[config.mk]
export PLATFORM = sky130hd
export DESIGN_NAME = pit26_timer
export DESIGN_NICKNAME = d
export VERILOG_FILES = /design/src/rtl/pit26_timer.sv
export SDC_FILE = /design/constraint.sdc
export NUM_CORES = 1
export LEC_CHECK = 0
export BUFFER_PORTS_ARGS = -buffer_cell sky130_fd_sc_hd__buf_4
export CAP_MARGIN = 10
export CELL_PAD_IN_SITES_DETAIL_PLACEMENT = 2
export CELL_PAD_IN_SITES_GLOBAL_PLACEMENT = 2
export CORE_ASPECT_RATIO = 0.9
export CORE_MARGIN = 5
export CORE_UTILIZATION = 35
export DETAILED_ROUTE_END_ITERATION = 6
export HOLD_SLACK_MARGIN = 0.03
export PLACE_DENSITY = 0.93
export SETUP_SLACK_MARGIN = 0.02
export SLEW_MARGIN = 20
export SYNTH_ARGS = -nofsm -noshare
export SYNTH_HDL_FRONTEND = slang
export SYNTH_SLANG_ARGS = --single-unit
[constraint.sdc]
create_clock -name sys_clk -period 2.95 [get_ports sys_clk]
set_input_delay 0.1475 -clock sys_clk [delete_from_list [all_inputs] [get_ports sys_clk]]
set_output_delay 0.1475 -clock sys_clk [all_outputs]
set_load 0.01 [all_outputs]
[src/rtl/pit26_timer.sv]
// pit26_timer: 26-bit interval timer with reload, periodic tick and sticky irq.
// Define PIT26_PRESCALE_EN to add the 8-bit prescaler and the psc port.
module pit26_timer (
  input  logic        sys_clk,
  input  logic        resetl,
  input  logic        ld_reload,
  input  logic [25:0] din,
  input  logic        start,
  input  logic        stop,
  input  logic        irq_ack,
`ifdef PIT26_PRESCALE_EN
  input  logic [7:0]  psc,
`endif
  input  logic        zero,
  output logic [25:0] count,
  output logic        running,
  output logic        tick,
  output logic        irq_pend
);
  logic [25:0] rld, rld_nx, count_nx;
  logic        run_nx, en, expire, irq_nx;
`ifdef PIT26_PRESCALE_EN
  logic [7:0] p, p_nx;
  assign en   = running & ~stop & (p == psc);
  assign p_nx = start ? 8'd0 : (running & ~stop) ? ((p == psc) ? 8'd0 : p + 8'd1) : p;
  always_ff @(posedge sys_clk or negedge resetl)
    if (!resetl) p <= '0;
    else p <= p_nx;
`else
  assign en = running & ~stop;
`endif
  // zero comes from the external zero-detect stage; the expiry reloads the pre-write R
  assign expire = en & zero & ~start;
  always_comb begin
    rld_nx   = ld_reload ? din : rld;
    count_nx = start ? rld_nx : (ld_reload & ~running) ? din : expire ? rld : en ? count - 26'd1 : count;
    run_nx   = start ? ~stop : stop ? 1'b0 : running;
    irq_nx   = expire | (irq_pend & ~irq_ack);
  end
  always_ff @(posedge sys_clk or negedge resetl)
    if (!resetl) begin
      count    <= '0;
      rld      <= '0;
      running  <= 1'b0;
      tick     <= 1'b0;
      irq_pend <= 1'b0;
    end else begin
      count    <= count_nx;
      rld      <= rld_nx;
      running  <= run_nx;
      tick     <= expire;
      irq_pend <= irq_nx;
    end
endmodule

### Yosys cells after proc, flatten, opt, wreduce, memory -nomap -nowiden

Index checks and enable logic that the tools add are counted.

* output and inout bits: 29
* register bits: 55
* input bits: 33

* bitwise operators: 10
* reduce and logical (&&, ||, !) cells: 2
* multiplexer cells: 7
* $add $sub $neg: 1

Operators with widths (number)
* $mux W26: 5
* $sub A26 B1 Y26 const B: 1
* $and A1 B1 Y1: 5
* $not A1 Y1: 4
* $reduce_bool A4 Y1: 1
* $mux W1: 2
* $reduce_bool A2 Y1: 1
* $or A1 B1 Y1: 1

### Depth between registers and ports, before layout

Gate-level depths: netlist (run 1).

* depth in word-level cells: 7
* depth in mapped cells: 8

### Worst setup path before layout (run 1)

Ideal clock, no wire load.

* path kind: register to register
* from: register count[0]
* to: register count[18]
* clock period less this slack: 1.910 ns
* arrival time: 1.786 ns
* setup time: 0.125 ns
* stages on the path, launching flop included: 8
* slack: 1.040 ns
* cells stage by stage: dfrtp_1 -> inv_1 -> ha_1 -> nor4b_4 -> nand4_2 -> or3b_1 -> nand4_1 -> nand3_1

* word-level cells in the longest chain between the ends: 5

Ends and longest elaborated chain
* start: declaration: RTL line 15 `output logic [25:0] count,`
* start signal: assignment: RTL line 48 `count <= count_nx;`
* $sub A26 B1 Y26: RTL line 36 `count_nx = start ? rld_nx : (ld_reload & ~running) ? din : expire ? rld : en ? count - 26'd1 : count;`
* $mux W26 (4 in series): RTL line 36

No other way between the ends. The select of a mux whose other input is x is not followed.
A chain may end at the register's enable or synchronous reset.

### Final worst setup path (run 1)

* from: register running
* to: register count[1]

* word-level cells in the longest chain between the ends: 6
* elaborated cells between the ends (all ways): 9

Ends and longest elaborated chain
* start: declaration: RTL line 16 `output logic running,`
* start signal: assignment: RTL line 50 `running <= run_nx;`
* $and A1 B1 Y1: RTL line 30 `assign en = running & ~stop;`
* $and A1 B1 Y1 (2 in series): RTL line 33 `assign expire = en & zero & ~start;`
* $mux W26 (3 in series): RTL line 36

Several ways; a longest one is shown, not always the timed one.

==> summary.md, run 1 <==
| Metric | Value |
|---|---|
| Clock transition at the registers of the reported paths | `0.10 ns` |
| Clk_lat worst skew | `0.32 ns` |
| Clock Tree Root | `clkbuf_8` |
| Initial antenna violation count | `0` |
| Pleak | `1.66 nW` |
| Crit start category | `register` |
| Tcrit/Tclk final | `82.5%` |
| Initial core utilization | `36.1%` |
| Chip Height | `102 µm` |
| Post-synth top area share | `41.6%` |
| Cts bufs inserted | `5` |
| Status | `complete, no violations` |
| Die ar. | `11500 µm²` |
| Synth async-reset ratio | `100%` |
| Final core utilization | `43.3%` |
| Max Clk Rate | `0.411 GHz` |
| Core area | `9170 µm²` |
| YS warnings | `0` |
| Number of synthesized register bits | `55` |
| Worst relative slew slack | `36.3%` |
| Top-level I/O count | `62` |
| Total grt overflow | `0` |
| Post-route ant nets | `0` |
| Vias in the first global route | `3511` |
| Area Growth Syn to Fin | `20.2%` |
| Largest net degree at the start of global routing | `56` |
| Vias | `3142` |
| Max FO, Critical Path | `13` |
| CTS tree | `yes` |
| IO buf count | `61` |
| Placer Congestion | `0.808` |
| WHS | `0.0842 ns` |
| All-layer global routing usage | `20.8%` |
| Residual DRC | `0` |
| Power Total | `2.00 mW` |
| Area leader, netlist | `dfrtp_1` |
| Clock Path Buffers | `2` |
| Min cycle time layout | `2.43 ns` |
| Setup TNS | `0 ns` |
| Final hold violation count | `0` |
| Crit end category | `register` |
| First-pass GRT wire length | `19.1 mm` |
| Clock skew | `0.0103 ns` |
| Count of flip-flops with a built-in enable after synthesis | `0` |
| WL final | `11.5 mm` |
| Type of the worst setup path | `reg2reg` |
| Max Cap Viol | `0` |
| Placed Area | `3870 µm²` |
| Seq/Total Area, Yosys | `41.6%` |
| RSZ-0062 raised after global routing | `no` |
| Initial DRC Count | `128` |
| # fillers | `1022` |
| Post_cts resized | `0` |
| Die Wd | `112 µm` |
| WL/cell | `22.0 µm` |
| Max IR drop VDD | `0.000228 V` |
| Share of cells above drive strength 1 | `29.4%` |
| Slew Viols, Final | `0` |
| Syn Area/Cell | `9.47 µm²` |
| Final net count | `437` |
| PwrDens | `503 nW/µm²` |
| Syn nets | `383` |
| Hpwl dp | `8.19 mm` |
| Mapped Area | `3310 µm²` |
| Slew @ Worst Pin | `0.950 ns` |
| Via/cell ratio | `6.00` |
| Pre-Repair DR Iteration Count | `4` |
| Arr. time, crit path | `2.64 ns` |
| Synth unique cells | `66` |
| Main synth FF type | `dfrtp_1` |
| # rows | `33` |
| Htree depth | `2` |
| Required time of the critical path | `3.16 ns` |
| HP Class | `in2reg` |
| Post-route cell area | `3970 µm²` |
| Post-Synthesis Cells | `349` |
| Synth top area cells | `dfrtp_1, mux2_2, nor2_1` |
| CTS sink count | `55` |
| Final number of setup-violating endpoints | `0` |
| Ant diodes | `0` |
final cells by class:
cell class	instances	area, µm²	share of cell area [%]
Multi-Input combinational cell	254	1770	44.5
Sequential cell	55	1380	34.6
Timing Repair Buffer	72	548	13.8
Tap cell	122	153	3.84
Clock buffer	6	72.6	1.83
Inverter	15	56.3	1.42
logic make-up after synthesis:
group	synth area share (%)
DFF	41.6
buffers and inverters	5.07
AOI/OAI and AO/OA	22.7
muxes	8.02
and+or+nand+nor	20.6
xor gates and xnor gates	1.59
adders and majority gates	0.378
synthesized netlist by cell type, types with 3 or more instances:
master,number
clkbuf_1,11
nand2_1,25
nand4_1,3
or2_2,10
nor3_1,13
mux2i_1,4
inv_1,14
a221oi_1,11
buf_2,14
a32o_1,4
a31oi_1,4
nor4_1,3
xnor2_1,6
nand3_1,11
o21ai_1,3
o31ai_1,7
o211ai_1,7
a22o_1,3
dfrtp_1,55
a21oi_1,10
a211oi_1,5
o21ai_0,19
a2111oi_0,4
o22ai_1,4
nor2_1,31
mux2_2,20
flip-flops by register name, indices dropped and copies added, names as in the netlist:
register	cells
running	1
irq_pend	1
tick	1
count	26
rld	26
power by group:
group	total, mW	switching, mW	leakage, nW	internal [mW]
logic	0.587	0.306	0.979	0.281
registers	1.00	0.148	0.645	0.852
clock network	0.412	0.252	0.0371	0.160
total	2.00	0.706	1.66	1.29
metrics by stage:
stage | instances | setup slack [ns]
after global routing | 524 | 0.390
after global placement | 515 | 0.698
after detailed placement | 515 | 0.597
after floorplan | 349 | 1.04
final | 524 | 0.517
after CTS | 524 | 0.559
timing repair:
item / in CTS / in global routing
setup buffers: 0 / 0
hold endpoints to repair: 57 / 0
endpoints found under the setup margin: 0 / 0
hold buffers: 3 / 0
path summary, 6_finish.rpt:
kind	from	end	slack, ns	depth (start not counted)
worst max register to register	running$_DFFE_PN0P_	count[1]$_DFFE_PN0P_	0.52	5
worst max-delay path	running$_DFFE_PN0P_	count[1]$_DFFE_PN0P_	0.52	5
worst min register to register	rld[18]$_DFF_PN0_	rld[18]$_DFF_PN0_	0.54	1
min in group asynchronous	resetl	rld[25]$_DFF_PN0_	0.41	2
worst min-delay path	din[6]	rld[6]$_DFF_PN0_	0.08	2
max in group asynchronous	resetl	rld[17]$_DFF_PN0_	2.01	2
cells in the final DEF, fill, tap and decap left out, types with 2 or more instances in the layout:
master         instances
o21ai_1                3
o211ai_1               7
nand4b_1               2
mux2_2                20
o21ai_0               19
dlygate4sd3_1          3
nand4_1                3
a21o_1                 2
o22ai_1                4
a2111oi_0              4
nand3_1               11
buf_4                 69
or2_2                 10
nor3_2                 2
mux2i_1                4
or3_1                  2
a32o_1                 4
dfrtp_1               55
and3_1                 2
a21oi_1               10
inv_1                 14
nand2_1               25
xnor2_1                6
clkbuf_8               5
a211oi_1               5
nor4_1                 3
o31ai_1                7
nor3_1                13
a22oi_1                2
a221oi_1              11
o221ai_1               2
nor2_1                30
a22o_1                 3
a31oi_1                4
layer usage:
layer  track usage [%]  vias to the layer above  part of all wire (%)
met3              3.49                       13                   3.7
met5                 0                        -                     0
met2              37.9                       66                    50
met4              4.16                        0                   1.2
li1                  -                     1423                     -
met1              26.3                     1640                    45
critical path: stages (launching register included):
cell and delay (ns):
dfrtp_1 0.54, nor2b_1 0.26, nor3_2 0.77, buf_4 0.33, nor2_1 0.10, a221oi_1 0.31
No activity file was read; power rests on OpenSTA's default activity.
==> run 2, diff against run 1 <==
--- a/config.mk
+++ b/config.mk
@@ -5,16 +5,17 @@
 export SDC_FILE = /design/constraint.sdc
 export NUM_CORES = 1
 export LEC_CHECK = 0
+export ABC_AREA = 1
 export BUFFER_PORTS_ARGS = -buffer_cell sky130_fd_sc_hd__buf_4
 export CAP_MARGIN = 10
 export CELL_PAD_IN_SITES_DETAIL_PLACEMENT = 2
 export CELL_PAD_IN_SITES_GLOBAL_PLACEMENT = 2
 export CORE_ASPECT_RATIO = 0.9
 export CORE_MARGIN = 5
-export CORE_UTILIZATION = 35
+export CORE_UTILIZATION = 28
 export DETAILED_ROUTE_END_ITERATION = 6
 export HOLD_SLACK_MARGIN = 0.03
-export PLACE_DENSITY = 0.93
+export PLACE_DENSITY = 0.89
 export SETUP_SLACK_MARGIN = 0.02
 export SLEW_MARGIN = 20
 export SYNTH_ARGS = -nofsm -noshare
==> constraint.sdc (replaced) <==
create_clock -name sys_clk -period 2.14 [get_ports sys_clk]
set_input_delay 0.107 -clock sys_clk [delete_from_list [all_inputs] [get_ports sys_clk]]
set_output_delay 0.107 -clock sys_clk [all_outputs]
set_load 0.01 [all_outputs]
==> run 2 against run 1 <==
Largest cell class unchanged. Register-to-register slack got worse by 0.31 ns. First-iteration DRC count increased by 32%. Maximum frequency increased by 26%. Non-clock buffer count decreased by 1. Sequential share of layout area decreased by 4.1 points.
==> summary.md, run 2 <==
| Metric | Value |
|---|---|
| Final net count | `648` |
| Seq pwr share | `42.2%` |
| Clk_lat worst skew | `0.30 ns` |
| CTS tree | `yes` |
| Initial antenna violation count | `0` |
| Crit start category | `register` |
| Area Growth Syn to Fin | `20.5%` |
| CTS sink count | `55` |
| Hpwl dp | `10.7 mm` |
| Worst R2R End | `count[6]$_DFFE_PN0P_` |
| Internal power | `1.98 mW` |
| Slew @ Worst Pin | `0.761 ns` |
| Mapped Area | `3730 µm²` |
| M2 GR Usage | `35.3%` |
| Worst relative slew slack | `49.3%` |
| WHS Path Cells | `3` |
| Commonest cells after routing, fill and taps aside | `nand2_1, buf_4, dfrtp_1` |
| Placer Congestion | `0.818` |
| Max Clk Rate | `0.517 GHz` |
| HP Class | `in2reg` |
| Met1 Use GR | `24.1%` |
| First-pass GRT wire length | `25.2 mm` |
| Max FO, Critical Path | `6` |
| Combinational Power Share | `32.0%` |
| Pre-Repair DR Iteration Count | `4` |
| WL/cell | `19.7 µm` |
| Min cycle time layout | `1.94 ns` |
| YS warnings | `0` |
| Pre-CTS setup slack | `0.307 ns` |
| WL final | `15.5 mm` |
| Switch share | `38.7%` |
| Die ar. | `15700 µm²` |
| Required time of the critical path | `2.31 ns` |
| Slew Viols, Final | `0` |
| Setup slack after layout | `0.205 ns` |
| Area leader, netlist | `dfrtp_1` |
| Clock Tree Root | `clkbuf_16` |
| Share of cells above drive strength 1 | `18.5%` |
| Synth Area in Adders | `0.335%` |
| Type of the worst setup path | `reg2reg` |
| Post-route ant nets | `0` |
| Die Wd | `132 µm` |
| Compound-cell area share of the yosys netlist | `14.4%` |
| Largest net degree at the start of global routing | `56` |
| Commonest non-fill, non-tap cell in the layout | `nand2_1` |
| Clock skew | `0.00917 ns` |
| Core area | `13200 µm²` |
| Max IR drop VDD | `0.000277 V` |
| Met3 usage | `3.44%` |
| Final hold violation count | `0` |
| Synth Area in Simple Gates | `37.6%` |
| Mux contribution to synthesized area | `0%` |
| Via/cell ratio | `5.15` |
| Synth top area cells | `dfrtp_1, nand2_1, inv_1` |
| Reg2Reg Setup Slack | `0.20 ns` |
| Htree depth | `2` |
| Ant diodes | `0` |
| Synth unique cells | `29` |
| Syn Area/Cell | `6.68 µm²` |
| Post-synth top area share | `36.9%` |
| Main synth FF type | `dfrtp_1` |
| Initial DRC Count | `169` |
| Final number of setup-violating endpoints | `0` |
| Count leader, synth | `nand2_1` |
| Post-route cell area | `4500 µm²` |
| Placed Area | `4330 µm²` |
| Total grt overflow | `0` |
| Tcrit/Tclk final | `90.4%` |
| Top-level I/O count | `62` |
| PwrDens | `719 nW/µm²` |
| Initial core utilization | `28.2%` |
| GR peak layer | `met2` |
| Reg2Reg Launch Point | `count[0]$_DFFE_PN0P_` |
| Arr. time, crit path | `2.11 ns` |
| # rows | `40` |
| Vias in the first global route | `4763` |
| Largest family of logic cells by synthesized area | `simple AND/OR/NAND/NOR gates` |
| Reg2reg path depth | `8` |
| Syn nets | `593` |
| RSZ-0062 raised after global routing | `no` |
| IO buf count | `61` |
| Clock power frac | `25.9%` |
| Crit end category | `register` |
| All-layer global routing usage | `19.8%` |
| P_sw | `1.25 mW` |
| Clock Path Buffers | `2` |
| Seq/Total Area, Yosys | `36.9%` |
| Max Cap Viol | `0` |
| Hold Path End | `rld[7]$_DFF_PN0_` |
| Biggest regs | `count (26), rld (26)` |
| Post-Synthesis Cells | `559` |
| Vias | `4035` |
| WHS | `0.0337 ns` |
| Power Total | `3.23 mW` |
| Clock transition at the registers of the reported paths | `0.08 ns` |
| Residual DRC | `0` |
| Most frequent cells after synthesis | `nand2_1, dfrtp_1, inv_1` |
| Setup TNS | `0 ns` |
| Status | `complete, no violations` |
| Number of synthesized register bits | `55` |
| Cts bufs inserted | `5` |
| Synth Area in XOR/XNOR | `1.17%` |
| Setup Fix Bufs, Post-CTS | `0` |
| Count of flip-flops with a built-in enable after synthesis | `0` |
| Synth async-reset ratio | `100%` |
| Hold Crit Start | `din[7]` |
| Chip Height | `120 µm` |
| Pleak | `2.34 nW` |
-- run 2: changes by cell type after synthesis, moves of 13 or more --
| cell | previous run | this run |
|---|---|---|
| nand2_1 | 25 | 212 |
| inv_1 | 14 | 48 |
| o21ai_1 | 3 | 28 |
| mux2_2 | 20 | 0 |
| a21oi_1 | 10 | 28 |
| o21ai_0 | 19 | 34 |
| nor3_1 | 13 | 0 |
-- run 2: cell type report --
cell class	count	area, µm²
clock inverters	1	5.00
flip-flops and latches	55	1380
repair buffers	71	553
clock buffers	7	133
fillers	1603	8710
inverters	59	224
well taps	168	210
multi-input cells	422	2000
-- run 2: routing by layer --
metal	wire length, µm	share of wire [%]
met3	502	3.2
met4	307	2.0
met5	0	0
met1	6810	44
met2	7830	51
-- run 2: power groups by stage --
stage,registers (mW),logic [mW],clock network [mW]
6_report,1.36,1.03,0.836
5_1_grt,1.39,1.15,0.890
4_1_cts,1.36,1.05,0.854
3_5_place_dp,1.38,1.02,0
3_3_place_gp,1.36,0.960,0
2_1_floorplan,1.35,0.575,0
-- run 2: worst max-delay path by stage --
stage | from | end | slack [ns] | cells after the start
after floorplan | count[0]$_DFFE_PN0P_ | count[24]$_DFFE_PN0P_ | 0.57 | 11
after global placement | count[0]$_DFFE_PN0P_ | count[24]$_DFFE_PN0P_ | 0.47 | 11
after detailed placement | count[0]$_DFFE_PN0P_ | count[4]$_DFFE_PN0P_ | 0.31 | 9
after CTS | count[0]$_DFFE_PN0P_ | count[6]$_DFFE_PN0P_ | 0.24 | 8
after global routing | count[0]$_DFFE_PN0P_ | count[12]$_DFFE_PN0P_ | 0.18 | 11
final | count[0]$_DFFE_PN0P_ | count[6]$_DFFE_PN0P_ | 0.20 | 8
-- run 2: cells by family (layout without fill, tap and decap cells) --
family / count (synthesis) / after routing
adders and majority gates: 1 / 1
and+or+nand+nor: 314 / 314
xor gates and xnor gates: 5 / 5
buffers and inverters: 82 / 138
AOI/OAI and AO/OA: 102 / 102
DFF: 55 / 55
-- run 2: worst max-delay path, cell delays in order (launching register included) --
cell and delay, ns:
dfrtp_1 0.40, inv_2 0.14, ha_1 0.37, nand2_4 0.14, o21ai_0 0.30, nand2_1 0.13
nor2_1 0.13, o21a_1 0.12, o22ai_1 0.07
-- run 2: timing repair --
action                                  4_1_cts  5_1_grt
endpoints found under the setup margin        0        0
hold buffers                                  3        0
hold endpoints to repair                     57        0
gates resized for setup                       0        0
-- run 2: metrics by stage --
| stage | instances | utilization, % |
|---|---|---|
| 4_1_cts | 783 | 34.1 |
| 2_1_floorplan | 559 | - |
| 3_5_place_dp | 772 | 32.8 |
| 3_3_place_gp | 772 | 32.8 |
| 6_report | 783 | 34.1 |
| 5_1_grt | 783 | 34.1 |
